$ cat src/rtl/pipelined_adder.sv
// Pipelined chunked adder: STAGES register stages, each adding one WIDTH/STAGES-bit chunk,
// with a single global valid/ready enable. Define SUB_EN to add the Sub input and Ovf output.
module pipelined_adder #(
  parameter int WIDTH  = 64,
  parameter int STAGES = 4
) (
  input  logic             clk,
  input  logic             rst_n,
  input  logic             in_valid,
  output logic             in_ready,
  input  logic [WIDTH-1:0] A,
  input  logic [WIDTH-1:0] B,
  input  logic             Cin,
`ifdef SUB_EN
  input  logic             Sub,
`endif
  output logic             out_valid,
  input  logic             out_ready,
  output logic [WIDTH-1:0] S,
  output logic             Cout
`ifdef SUB_EN
  ,
  output logic             Ovf
`endif
);

  localparam int CW = WIDTH / STAGES;

  logic [WIDTH-1:0]  a_q [STAGES];
  logic [WIDTH-1:0]  a_d [STAGES];
  logic [WIDTH-1:0]  b_q [STAGES];
  logic [WIDTH-1:0]  b_d [STAGES];
  logic [WIDTH-1:0]  s_q [STAGES];
  logic [WIDTH-1:0]  s_d [STAGES];
  logic [STAGES-1:0] c_q;
  logic [STAGES-1:0] c_d;
  logic [STAGES-1:0] v_q;
  logic [STAGES-1:0] v_d;
  logic              ovf_q;
  logic              ovf_d;

  logic [WIDTH-1:0]  src_a [STAGES];
  logic [WIDTH-1:0]  src_b [STAGES];
  logic [WIDTH-1:0]  src_s [STAGES];
  logic [STAGES-1:0] src_c;
  logic [STAGES-1:0] src_v;
  logic [CW-1:0]     ca_s;
  logic [CW-1:0]     cb_s;
  logic [CW:0]       csum_s;

  logic              en_s;
  logic [WIDTH-1:0]  a_eff_s;
  logic [WIDTH-1:0]  b_eff_s;
  logic              c_eff_s;
  logic              unused_s;

  assign en_s     = !v_q[STAGES-1] || out_ready;
  assign in_ready = en_s;

  // Subtract folds into the operands at entry: B' = ~B, c0 = ~Cin
  always_comb begin
    a_eff_s = A;
`ifdef SUB_EN
    if (Sub) begin
      b_eff_s = ~B;
      c_eff_s = ~Cin;
    end else begin
      b_eff_s = B;
      c_eff_s = Cin;
    end
`else
    b_eff_s = B;
    c_eff_s = Cin;
`endif
  end

  // Stage i adds chunk i of its operands plus the carry registered by stage i-1
  always_comb begin
    a_d    = a_q;
    b_d    = b_q;
    s_d    = s_q;
    c_d    = c_q;
    v_d    = v_q;
    ovf_d  = ovf_q;
    ca_s   = {CW{1'b0}};
    cb_s   = {CW{1'b0}};
    csum_s = {(CW+1){1'b0}};

    src_a[0] = a_eff_s;
    src_b[0] = b_eff_s;
    src_s[0] = {WIDTH{1'b0}};
    src_c[0] = c_eff_s;
    src_v[0] = in_valid;
    for (int i = 1; i < STAGES; i++) begin
      src_a[i] = a_q[i-1];
      src_b[i] = b_q[i-1];
      src_s[i] = s_q[i-1];
      src_c[i] = c_q[i-1];
      src_v[i] = v_q[i-1];
    end

    for (int i = 0; i < STAGES; i++) begin
      ca_s   = src_a[i][i*CW +: CW];
      cb_s   = src_b[i][i*CW +: CW];
      csum_s = {1'b0, ca_s} + {1'b0, cb_s} + {{CW{1'b0}}, src_c[i]};
      if (en_s) begin
        a_d[i]             = src_a[i];
        b_d[i]             = src_b[i];
        s_d[i]             = src_s[i];
        s_d[i][i*CW +: CW] = csum_s[CW-1:0];
        c_d[i]             = csum_s[CW];
        v_d[i]             = src_v[i];
`ifdef SUB_EN
        // Carry into the MSB is recovered from the sum bit: c_msb = s ^ a ^ b
        if (i == STAGES - 1) begin
          ovf_d = csum_s[CW] ^ (csum_s[CW-1] ^ ca_s[CW-1] ^ cb_s[CW-1]);
        end else begin
          ovf_d = ovf_q;
        end
`endif
      end else begin
        a_d[i] = a_q[i];
        b_d[i] = b_q[i];
        s_d[i] = s_q[i];
        c_d[i] = c_q[i];
        v_d[i] = v_q[i];
      end
    end
  end

  // Pipeline registers; every stage shifts together on en and holds otherwise
  always_ff @(posedge clk or negedge rst_n) begin
    if (!rst_n) begin
      for (int i = 0; i < STAGES; i++) begin
        a_q[i] <= {WIDTH{1'b0}};
        b_q[i] <= {WIDTH{1'b0}};
        s_q[i] <= {WIDTH{1'b0}};
      end
      c_q   <= {STAGES{1'b0}};
      v_q   <= {STAGES{1'b0}};
      ovf_q <= 1'b0;
    end else begin
      for (int i = 0; i < STAGES; i++) begin
        a_q[i] <= a_d[i];
        b_q[i] <= b_d[i];
        s_q[i] <= s_d[i];
      end
      c_q   <= c_d;
      v_q   <= v_d;
      ovf_q <= ovf_d;
    end
  end

  assign out_valid = v_q[STAGES-1];
  assign S         = s_q[STAGES-1];
  assign Cout      = c_q[STAGES-1];
`ifdef SUB_EN
  assign Ovf       = ovf_q;
  assign unused_s  = ^{a_q[STAGES-1], b_q[STAGES-1]};
`else
  assign unused_s  = ^{a_q[STAGES-1], b_q[STAGES-1], ovf_q};
`endif

endmodule

$ cat config.mk
export PLATFORM = sky130hd
export DESIGN_NAME = pipelined_adder
export DESIGN_NICKNAME = d
export VERILOG_FILES = /design/src/rtl/pipelined_adder.sv
export SDC_FILE = /design/constraint.sdc
export NUM_CORES = 1
export LEC_CHECK = 0
export BUFFER_PORTS_ARGS = -buffer_cell sky130_fd_sc_hd__buf_2
export CAP_MARGIN = 20
export CORE_MARGIN = 2
export CORE_UTILIZATION = 30
export DETAILED_ROUTE_END_ITERATION = 16
export PLACE_DENSITY = 0.58
export SKIP_CTS_REPAIR_TIMING = 1
export SLEW_MARGIN = 20
export SYNTH_ARGS = -nofsm -noshare
export SYNTH_HDL_FRONTEND = slang
export SYNTH_SLANG_ARGS = --single-unit
$ cat constraint.sdc
create_clock -name clk -period 3.7 [get_ports clk]
set_input_delay 0.74 -clock clk [delete_from_list [all_inputs] [get_ports clk]]
set_output_delay 0.74 -clock clk [all_outputs]
set_load 0.05 [all_outputs]
==> impl_metrics.ini, run 1 <==
[status]
result_of_the_run = complete, no violations

[synth]
ys_seq_elements = 360
yosys_warnings = 0
async_flop_share_pct = 100
synth.distinct_cells = 58
synth_edf_count = 0
mappedNetlistNets = 2078
synthesis.instances = 1877
synth.yosys.seq_area_share_pct = 54.6
commonest_register_cell_after_synthesis = dfrtp_1
avg_cell_area_syn_um2 = 8.80
mappedNetlistArea_mm2 = 0.0165

[worst_setup_path]
critical_path.endpoint_type = flip-flop
crit_path_max_fanout = 3
timing.critical_path.max_delay_family = compound AO/OA/AOI/OAI gates
worst_setup_path_start_kind = flip-flop
timing.critical_path.mode_cell = fa_1
crit_chain = fa_1 -> fa_1 -> a21o_1 -> a21oi_1 -> o21ai_0 -> a311o_1 -> a31o_1 -> a2111oi_2 -> nor3_1
worstPathRequired_ns = 4.13
crit_arrival_ns = 3.55
setup.worst_path.class = reg -> reg
critical-path-slowest-cell = fa_1
critical-path-max-stage-delay_ns = 0.47
crit_buf_inv = 0

[finish]
flow.area_growth_from_synthesis_pct = 15.8
n_antenna_cell = 0
layout_common_cells = nand2_1, dfrtp_1, buf_2
layout.filler_cells = 5576
final_common_cell = nand2_1
layout.core_utilization_pct = 35.3
fraction_of_layout_instances_using_a_drive_strength_above_1_pct = 14.4
net_count_reported_at_finish = 2188

[floorplanning]
io_pins = 200
die_width_um = 239
die_y_um = 239
placement_rows = 85
fp.dieArea_mm2 = 0.0569
initial_core_util_pct = 30.5
floorplan.core_area_mm2 = 0.0541

[timing]
worst-slew-pin-transition_ns = 0.725
hold_viol_final = 0
final.min_clock_period_ns = 3.13
grt_setup_unrepaired = false
fmax_mhz = 320
clock_skews_ns = 0.00821
setup_violations = 0
max-slew-margin-rel_pct = 51.7
fin_tns_setup_ns = 0
report.final.slew_viol_count = 0
finalCritPeriodShare_pct = 84.5

[power]
power-per-cell-area_mw_per_mm2 = 941
static-leakage-power_nw = 10.1
worst_ir_drop_vdd_v = 0.000359

[route]
drt_drc_violations_left = 0
detail_route.wirelength_um = 37600
routed-via-count = 12389
met2RoutedLength_um = 17700
highest_layer = met4
dr.pass1.iters = 5
avgRoutedWirePerCell_um = 13.9
first_iter_violations = 738
route.layer.met1.wl_um = 17300
dr_wl_met3_um = 1730
routed_via_density = 4.57
antenna_left = 0

[place]
port-buffer-count = 199
gp_congestion = 0.837
place.detailed.hpwl_um = 26000

[job]
cap_viol_max_count = 0

[global_routing]
grt_antenna_before_repair = 1
grt_pass1_wl_um = 62700
grt_start_max_net_pins = 105
global_route.overflow_total = 0
grt_pass1_vias = 12337
track_usage_pct = 13.4

[clock_tree]
sink_count = 360
cts_tree = yes
max-clock-path-buffers = 3
clk_pin_slew_worst_paths_ns = 0.06
numCtsBuffers = 41
cts.htree.levels = 2
clock_tree.root_cell = clkbuf_16
worst_skew_pair.late_latency_ns = 0.55

[hold_path]
hold_path_class = in -> async
[flip-flops by register name, summed over array words and instances (netlist names)]
signal and cells:
a_q 96, S 64, b_q 96, v_q 4
c_q 4, s_q 96
[power by group]
group          internal (W)  switching [W]  total [W]  leakage, nW
Sequential          0.00566       0.000970    0.00663         4.34
Combinational       0.00255        0.00487    0.00742         5.09
Clock               0.00231        0.00162    0.00393        0.636
Total                0.0105        0.00746     0.0180         10.1
[path summary, 6_finish.rpt]
kind	slack, ns	cells past startpoint	endpoint	startpoint
max	0.57	9	c_q[2]	a_q[160]
min	0.20	1	S[28]	rst_n
max reg2reg	0.57	9	c_q[2]	a_q[160]
min reg2reg	0.46	2	S[13]	S[13]
max in group asynchronous	2.54	2	a_q[249]	rst_n
min in group clk	0.39	3	a_q[252]	A[60]
[metal layers]
metal  up-vias  track usage (%)
li1       6180                -
met3        62             3.00
met2       200             21.9
met4         0             3.88
met5         -                0
met1      5947             17.8
[cells in the mapped netlist, drive strengths merged, types with 2 or more instances]
master,count,area [um2]
and2,2,12.5
a2111oi,4,41.3
o41ai,2,17.5
clkbuf,79,297
a21o,25,188
o21a,4,30.0
xnor2,24,210
ha,60,751
buf,69,499
nor2b,4,25.0
nor2,42,158
a221oi,3,32.5
and3,7,48.8
xor2,24,210
nand4,5,31.3
nor3b,3,22.5
nand3,5,25.0
o21ai,44,220
nor3,11,55.1
o21bai,6,45.0
a311o,2,20.0
nand2,954,3580
or2,5,31.3
o311ai,2,17.5
fa,8,160
nand2b,6,37.5
dfrtp,360,9010
a211o,5,43.8
a31oi,10,62.6
inv,7,26.3
or3,3,18.8
a21oi,55,275
a211oi,11,82.6
a31o,4,35.0
o31ai,5,37.5
[logic make-up (layout without fill, tap and decap cells)]
logic type	Yosys count	count (layout)	synth area share, %
xor gates and xnor gates	48	48	2.55
adders and majority gates	68	68	5.52
muxes	2	2	0.129
and+or+nand+nor	1052	1052	24.8
DFF	360	360	54.6
AOI/OAI and AO/OA	191	191	7.46
buffers and inverters	156	294	5.00
[metrics by stage]
step	hold slack [ns]	total power (W)	instance area [um2]	cells	worst slack [ns]
finish	0.201	0.0180	19100	2711	0.574
global route	0.245	0.0195	19100	2711	0.398
CTS	0.214	0.0183	19100	2711	0.535
detailed placement	0.453	0.0142	17800	2640	0.557
global placement	0.445	0.0140	17800	2640	0.576
floorplan	0.430	0.0127	16500	1877	0.823
[cell type report]
| cell class | instances | area (um2) | share of cell area, % |
|---|---|---|---|
| Clock buffer | 61 | 1200 | 6.28 |
| Clock inverter | 10 | 88.8 | 0.465 |
| Inverter | 8 | 37.5 | 0.196 |
| Multi-Input combinational cell | 1361 | 6680 | 35.0 |
| Sequential cell | 360 | 9010 | 47.1 |
| Tap cell | 696 | 871 | 4.56 |
| Timing Repair Buffer | 215 | 1230 | 6.41 |
Power figures use the tool's default switching activity.
==> run 2: changes to the inputs <==
==> constraint.sdc (replaced) <==
create_clock -name clk -period 3.2 [get_ports clk]
set_input_delay 0.64 -clock clk [delete_from_list [all_inputs] [get_ports clk]]
set_output_delay 0.64 -clock clk [all_outputs]
set_load 0.05 [all_outputs]
==> run 2 against run 1 <==
- setup slack got worse by 0.35 ns
- total power rose by 17%
- worst hold slack got worse by 0.12 ns
- sequential share of layout area fell by 0.36 points
- cell area rose by 0.76%
- core utilization rose by 0.27 points
- register-to-register slack got worse by 0.35 ns
- cell count rose by 0.37%
- largest cell class unchanged
- flip-flop and latch count did not move
==> impl_metrics.ini, run 2 (synthesized netlist as in run 1, its figures left out) <==
[clock_tree]
max-clock-path-buffers = 3
cts_tree = yes
clk_pin_slew_worst_paths_ns = 0.06
sink_count = 360
clock_tree.root_cell = clkbuf_16
worst_skew_pair.late_latency_ns = 0.55
cts.htree.levels = 2
numCtsBuffers = 42

[power]
worst_ir_drop_vdd_v = 0.000414
static-leakage-power_nw = 10.1
power-per-cell-area_mw_per_mm2 = 1090

[global_routing]
grt_antenna_before_repair = 2
track_usage_pct = 13.4
groute.layer.met3.usage_pct = 2.61
grt_start_max_net_pins = 108
layer_with_the_highest_usage = met2
grt_pass1_vias = 12368
use_met1_pct = 17.9
grt_pass1_wl_um = 62700
global_routing_met2_resource_utilization_pct = 21.6
global_route.overflow_total = 0

[worst_setup_path]
cp-startpoint = a_q[160]
critical-path-slowest-cell = fa_1
critical_path.endpoint_type = flip-flop
timing.critical_path.max_delay_family = compound AO/OA/AOI/OAI gates
crit_arrival_ns = 3.40
worstPathRequired_ns = 3.63
worst_setup_path_start_kind = flip-flop
critical-path-max-stage-delay_ns = 0.48
crit_chain = fa_1 -> fa_1 -> a21o_1 -> a21oi_2 -> o21ai_0 -> a311o_1 -> a31o_1 -> a2111oi_2 -> nor3_1
crit_path_max_fanout = 3
setup.worst_path.class = reg -> reg
timing.critical_path.mode_cell = fa_1
crit_buf_inv = 0
critical_path.reg2reg.startpoint = a_q[160]

[floorplanning]
io_pins = 200
floorplan.core_area_mm2 = 0.0541
initial_core_util_pct = 30.5
die_y_um = 239
fp.dieArea_mm2 = 0.0569
die_width_um = 239
placement_rows = 85

[timing]
report.final.slew_viol_count = 0
worst-slew-pin-transition_ns = 0.636
worst_slack_ns = 0.229
final.min_clock_period_ns = 2.97
hold_viol_final = 0
finalCritPeriodShare_pct = 92.8
fin_tns_setup_ns = 0
grt_setup_unrepaired = false
clock_skews_ns = 0.00911
fmax_mhz = 337
max-slew-margin-rel_pct = 57.6
setup_violations = 0

[place]
port-buffer-count = 199
placement.setup.worst_slack_ns = 0.0518
place.detailed.hpwl_um = 26400
gp_congestion = 0.859

[finish]
flow.area_growth_from_synthesis_pct = 16.7
net_count_reported_at_finish = 2197
fraction_of_layout_instances_using_a_drive_strength_above_1_pct = 15.0
layout_common_cells = nand2_1, dfrtp_1, buf_2
n_antenna_cell = 0
final_common_cell = nand2_1
largestRegisters = a_q (96), b_q (96), s_q (96)

[route]
drt_drc_violations_left = 0
dr.pass1.iters = 5
first_iter_violations = 720
detail_route.wirelength_um = 37600
routed-via-count = 12371
antenna_left = 0
avgRoutedWirePerCell_um = 13.8
routed_via_density = 4.55

[hold_path]
hold_path_class = in -> async

[job]
cap_viol_max_count = 0

[status]
result_of_the_run = complete, no violations
run 2: cell types whose count changed in the layout (fill, tap and decap cells not counted), sizes merged:
| cell | delta |
|---|---|
| buf | +8 |
| bufinv | +2 |
| clkbuf | -2 |
| clkinv | +2 |
run 2: final timing paths:
kind                                 end  slack [ns]  depth (start not counted)
worst max-delay path              c_q[2]        0.23                          9
max in group asynchronous       s_q[202]        2.33                          2
worst min register to register    v_q[2]        0.46                          2
worst max register to register    c_q[2]        0.23                          9
min in group clk                a_q[219]        0.28                          3
worst min-delay path               S[30]        0.08                          1
run 2: metrics by stage:
step           hold slack, ns  cell area, um2  util (%)  std cells  total power [W]
3_5_place_dp            0.448           17900      33.0       2648           0.0165
6_report               0.0763           19300      35.6       2721           0.0210
4_1_cts                0.0701           19200      35.6       2721           0.0214
5_1_grt                 0.104           19300      35.6       2721           0.0227
3_3_place_gp            0.442           17900      33.0       2648           0.0163
2_1_floorplan           0.344           16500         -       1877           0.0147
run 2: metal layers:
layer | up-vias | routed length [um]
met3 | 65 | 1790
met4 | 0 | 975
li1 | 6194 | -
met5 | - | 0
met2 | 220 | 17400
met1 | 5892 | 17500
run 2: area by class of cell:
class | count | area, um2
clock inverter | 14 | 159
tap | 696 | 871
multi-input combinational | 1361 | 6690
inverter | 8 | 37.5
clock buffer | 59 | 1210
timing repair buffer | 223 | 1290
fill | 5568 | 34900
sequential | 360 | 9010
run 2: where the power goes:
| part | switching (W) | total (W) | internal, W |
|---|---|---|---|
| combinational | 0.00568 | 0.00866 | 0.00298 |
| sequential | 0.00112 | 0.00766 | 0.00655 |
| clock | 0.00186 | 0.00472 | 0.00287 |
==> run 3: changes to the inputs <==
--- a/config.mk
+++ b/config.mk
@@ -7,10 +7,11 @@
 export LEC_CHECK = 0
 export BUFFER_PORTS_ARGS = -buffer_cell sky130_fd_sc_hd__buf_2
 export CAP_MARGIN = 20
+export CORE_ASPECT_RATIO = 0.9
 export CORE_MARGIN = 2
-export CORE_UTILIZATION = 30
+export CORE_UTILIZATION = 50
 export DETAILED_ROUTE_END_ITERATION = 16
-export PLACE_DENSITY = 0.58
+export PLACE_DENSITY = 0.81
 export SKIP_CTS_REPAIR_TIMING = 1
 export SLEW_MARGIN = 20
 export SYNTH_ARGS = -nofsm -noshare
==> run 3 against run 2 <==
- combinational power fell by 0.8%
- cell count fell by 10%
- worst hold slack improved by 0.060 ns
- critical path type unchanged
- largest power group unchanged
- die area fell by 39%
==> impl_metrics.ini, run 3 (synthesized netlist as in run 1, its figures left out) <==
[status]
result_of_the_run = complete, no violations

[finish]
flow.area_growth_from_synthesis_pct = 13.6
final_design_area_no_fill_mm2 = 0.0188
largestRegisters = a_q (96), b_q (96), s_q (96)
layout_common_cells = nand2_1, dfrtp_1, buf_2
final_common_cell = nand2_1
net_count_reported_at_finish = 2185
fraction_of_layout_instances_using_a_drive_strength_above_1_pct = 14.6
layout.filler_cells = 2876

[worst_setup_path]
critical_path.reg2reg.startpoint = a_q[160]
rrSetupSlack_ns = 0.19
crit-reg2reg-capture = c_q[2]
worstPathRequired_ns = 3.59
crit_path_max_fanout = 3
critical_path.endpoint_type = flip-flop
worst_r2r_path_depth = 9
worst_setup_path_start_kind = flip-flop
crit_arrival_ns = 3.41
setup.worst_path.class = reg -> reg

[route]
antenna_left = 0
detail_route.wirelength_um = 34200
dr.pass1.iters = 5
drt_drc_violations_left = 0
dr_wl_met3_um = 1680
route.layer.met1.wl_um = 15800
routed-via-count = 12407
met2RoutedLength_um = 15900
avgRoutedWirePerCell_um = 14.0
first_iter_violations = 692
highest_layer = met4
routed_via_density = 5.09

[power]
static-leakage-power_nw = 10.0
worst_ir_drop_vdd_v = 0.000651
power-per-cell-area_mw_per_mm2 = 1090
post-layout-total-power_w = 0.0205

[place]
place.detailed.hpwl_um = 23400
dpl-instance-area_mm2 = 0.0175
gp_congestion = 0.854
placement.setup.worst_slack_ns = 0.0950
port-buffer-count = 199

[timing]
worst_slack_ns = 0.186
setup_violations = 0
worst-slew-pin-transition_ns = 0.712
clock_skews_ns = 0.0178
fmax_mhz = 332
hold_viol_final = 0
finalCritPeriodShare_pct = 94.2
max-slew-margin-rel_pct = 52.6
report.final.slew_viol_count = 0
fin_tns_setup_ns = 0
final.min_clock_period_ns = 3.01
grt_setup_unrepaired = false

[floorplanning]
fp.dieArea_mm2 = 0.0345
floorplan.core_area_mm2 = 0.0327
initial_core_util_pct = 50.5
io_pins = 200
die_width_um = 196
die_y_um = 176
placement_rows = 63

[clock_tree]
worst_skew_pair.late_latency_ns = 0.51
numCtsBuffers = 38
max-clock-path-buffers = 3
clock_tree.root_cell = clkbuf_16
clk_pin_slew_worst_paths_ns = 0.07
cts.htree.levels = 2
sink_count = 360
cts_tree = yes

[global_routing]
grt_antenna_before_repair = 2
grt_start_max_net_pins = 161
global_route.overflow_total = 0
grt_pass1_vias = 11999
track_usage_pct = 20.0
grt_pass1_wl_um = 57600

[job]
cap_viol_max_count = 0

[hold_path]
hold_path_class = in -> async
==> run 3: cell count changes in the layout (fill, tap and decap cells not counted), moves of 2 or more <==
cell / previous run / this run
clkbuf_16: 43 / 39
diode_2: 0 / 2
bufinv_16: 3 / 1
clkbuf_1: 9 / 7
buf_4: 16 / 7
clkbuf_8: 7 / 10
==> run 3: power breakdown <==
group	switching (W)	internal [W]
Clock	0.00174	0.00255
Combinational	0.00563	0.00296
Sequential	0.00110	0.00654
==> run 3: per-stage QoR <==
stage | instances | hold slack, ns | utilization (%)
floorplan | 1877 | 0.344 | -
global placement | 2366 | 0.443 | 53.5
global route | 2436 | 0.176 | 57.3
finish | 2436 | 0.137 | 57.3
detailed placement | 2366 | 0.450 | 53.5
CTS | 2434 | 0.169 | 57.3
==> run 3: area by class of cell <==
cell class / instances / area, um2 / area share (%)
Antenna cell: 2 / 5.00 / 0.0267
Clock buffer: 56 / 1140 / 6.08
Clock inverter: 12 / 97.6 / 0.520
Inverter: 8 / 37.5 / 0.200
Multi-Input combinational cell: 1361 / 6700 / 35.7
Sequential cell: 360 / 9010 / 48.0
Tap cell: 422 / 528 / 2.82
Timing Repair Buffer: 215 / 1240 / 6.61
==> run 3: how the worst max path moves through the flow <==
stage	endpoint	slack (ns)	startpoint
4_1_cts	c_q[1]	0.08	a_q[208]
3_3_place_gp	c_q[2]	0.14	a_q[160]
3_5_place_dp	c_q[1]	0.09	a_q[208]
5_1_grt	c_q[1]	0.03	a_q[208]
2_1_floorplan	c_q[2]	0.32	a_q[160]
6_report	c_q[2]	0.19	a_q[160]
==> run 3: critical path: stages, from the launching register on <==
cell       delay, ns
dfrtp_1         0.40
fa_1            0.48
fa_1            0.43
a21o_1          0.21
a21oi_2         0.19
o21ai_0         0.11
a311o_1         0.42
a31o_1          0.26
a2111oi_2       0.35
nor3_1          0.07
==> run 3: layer usage <==
metal / vias to the layer above / GRT usage (%)
li1: 6181 / -
met1: 5916 / 28.1
met2: 250 / 32.0
met3: 60 / 3.80
met4: 0 / 5.82
met5: - / 0
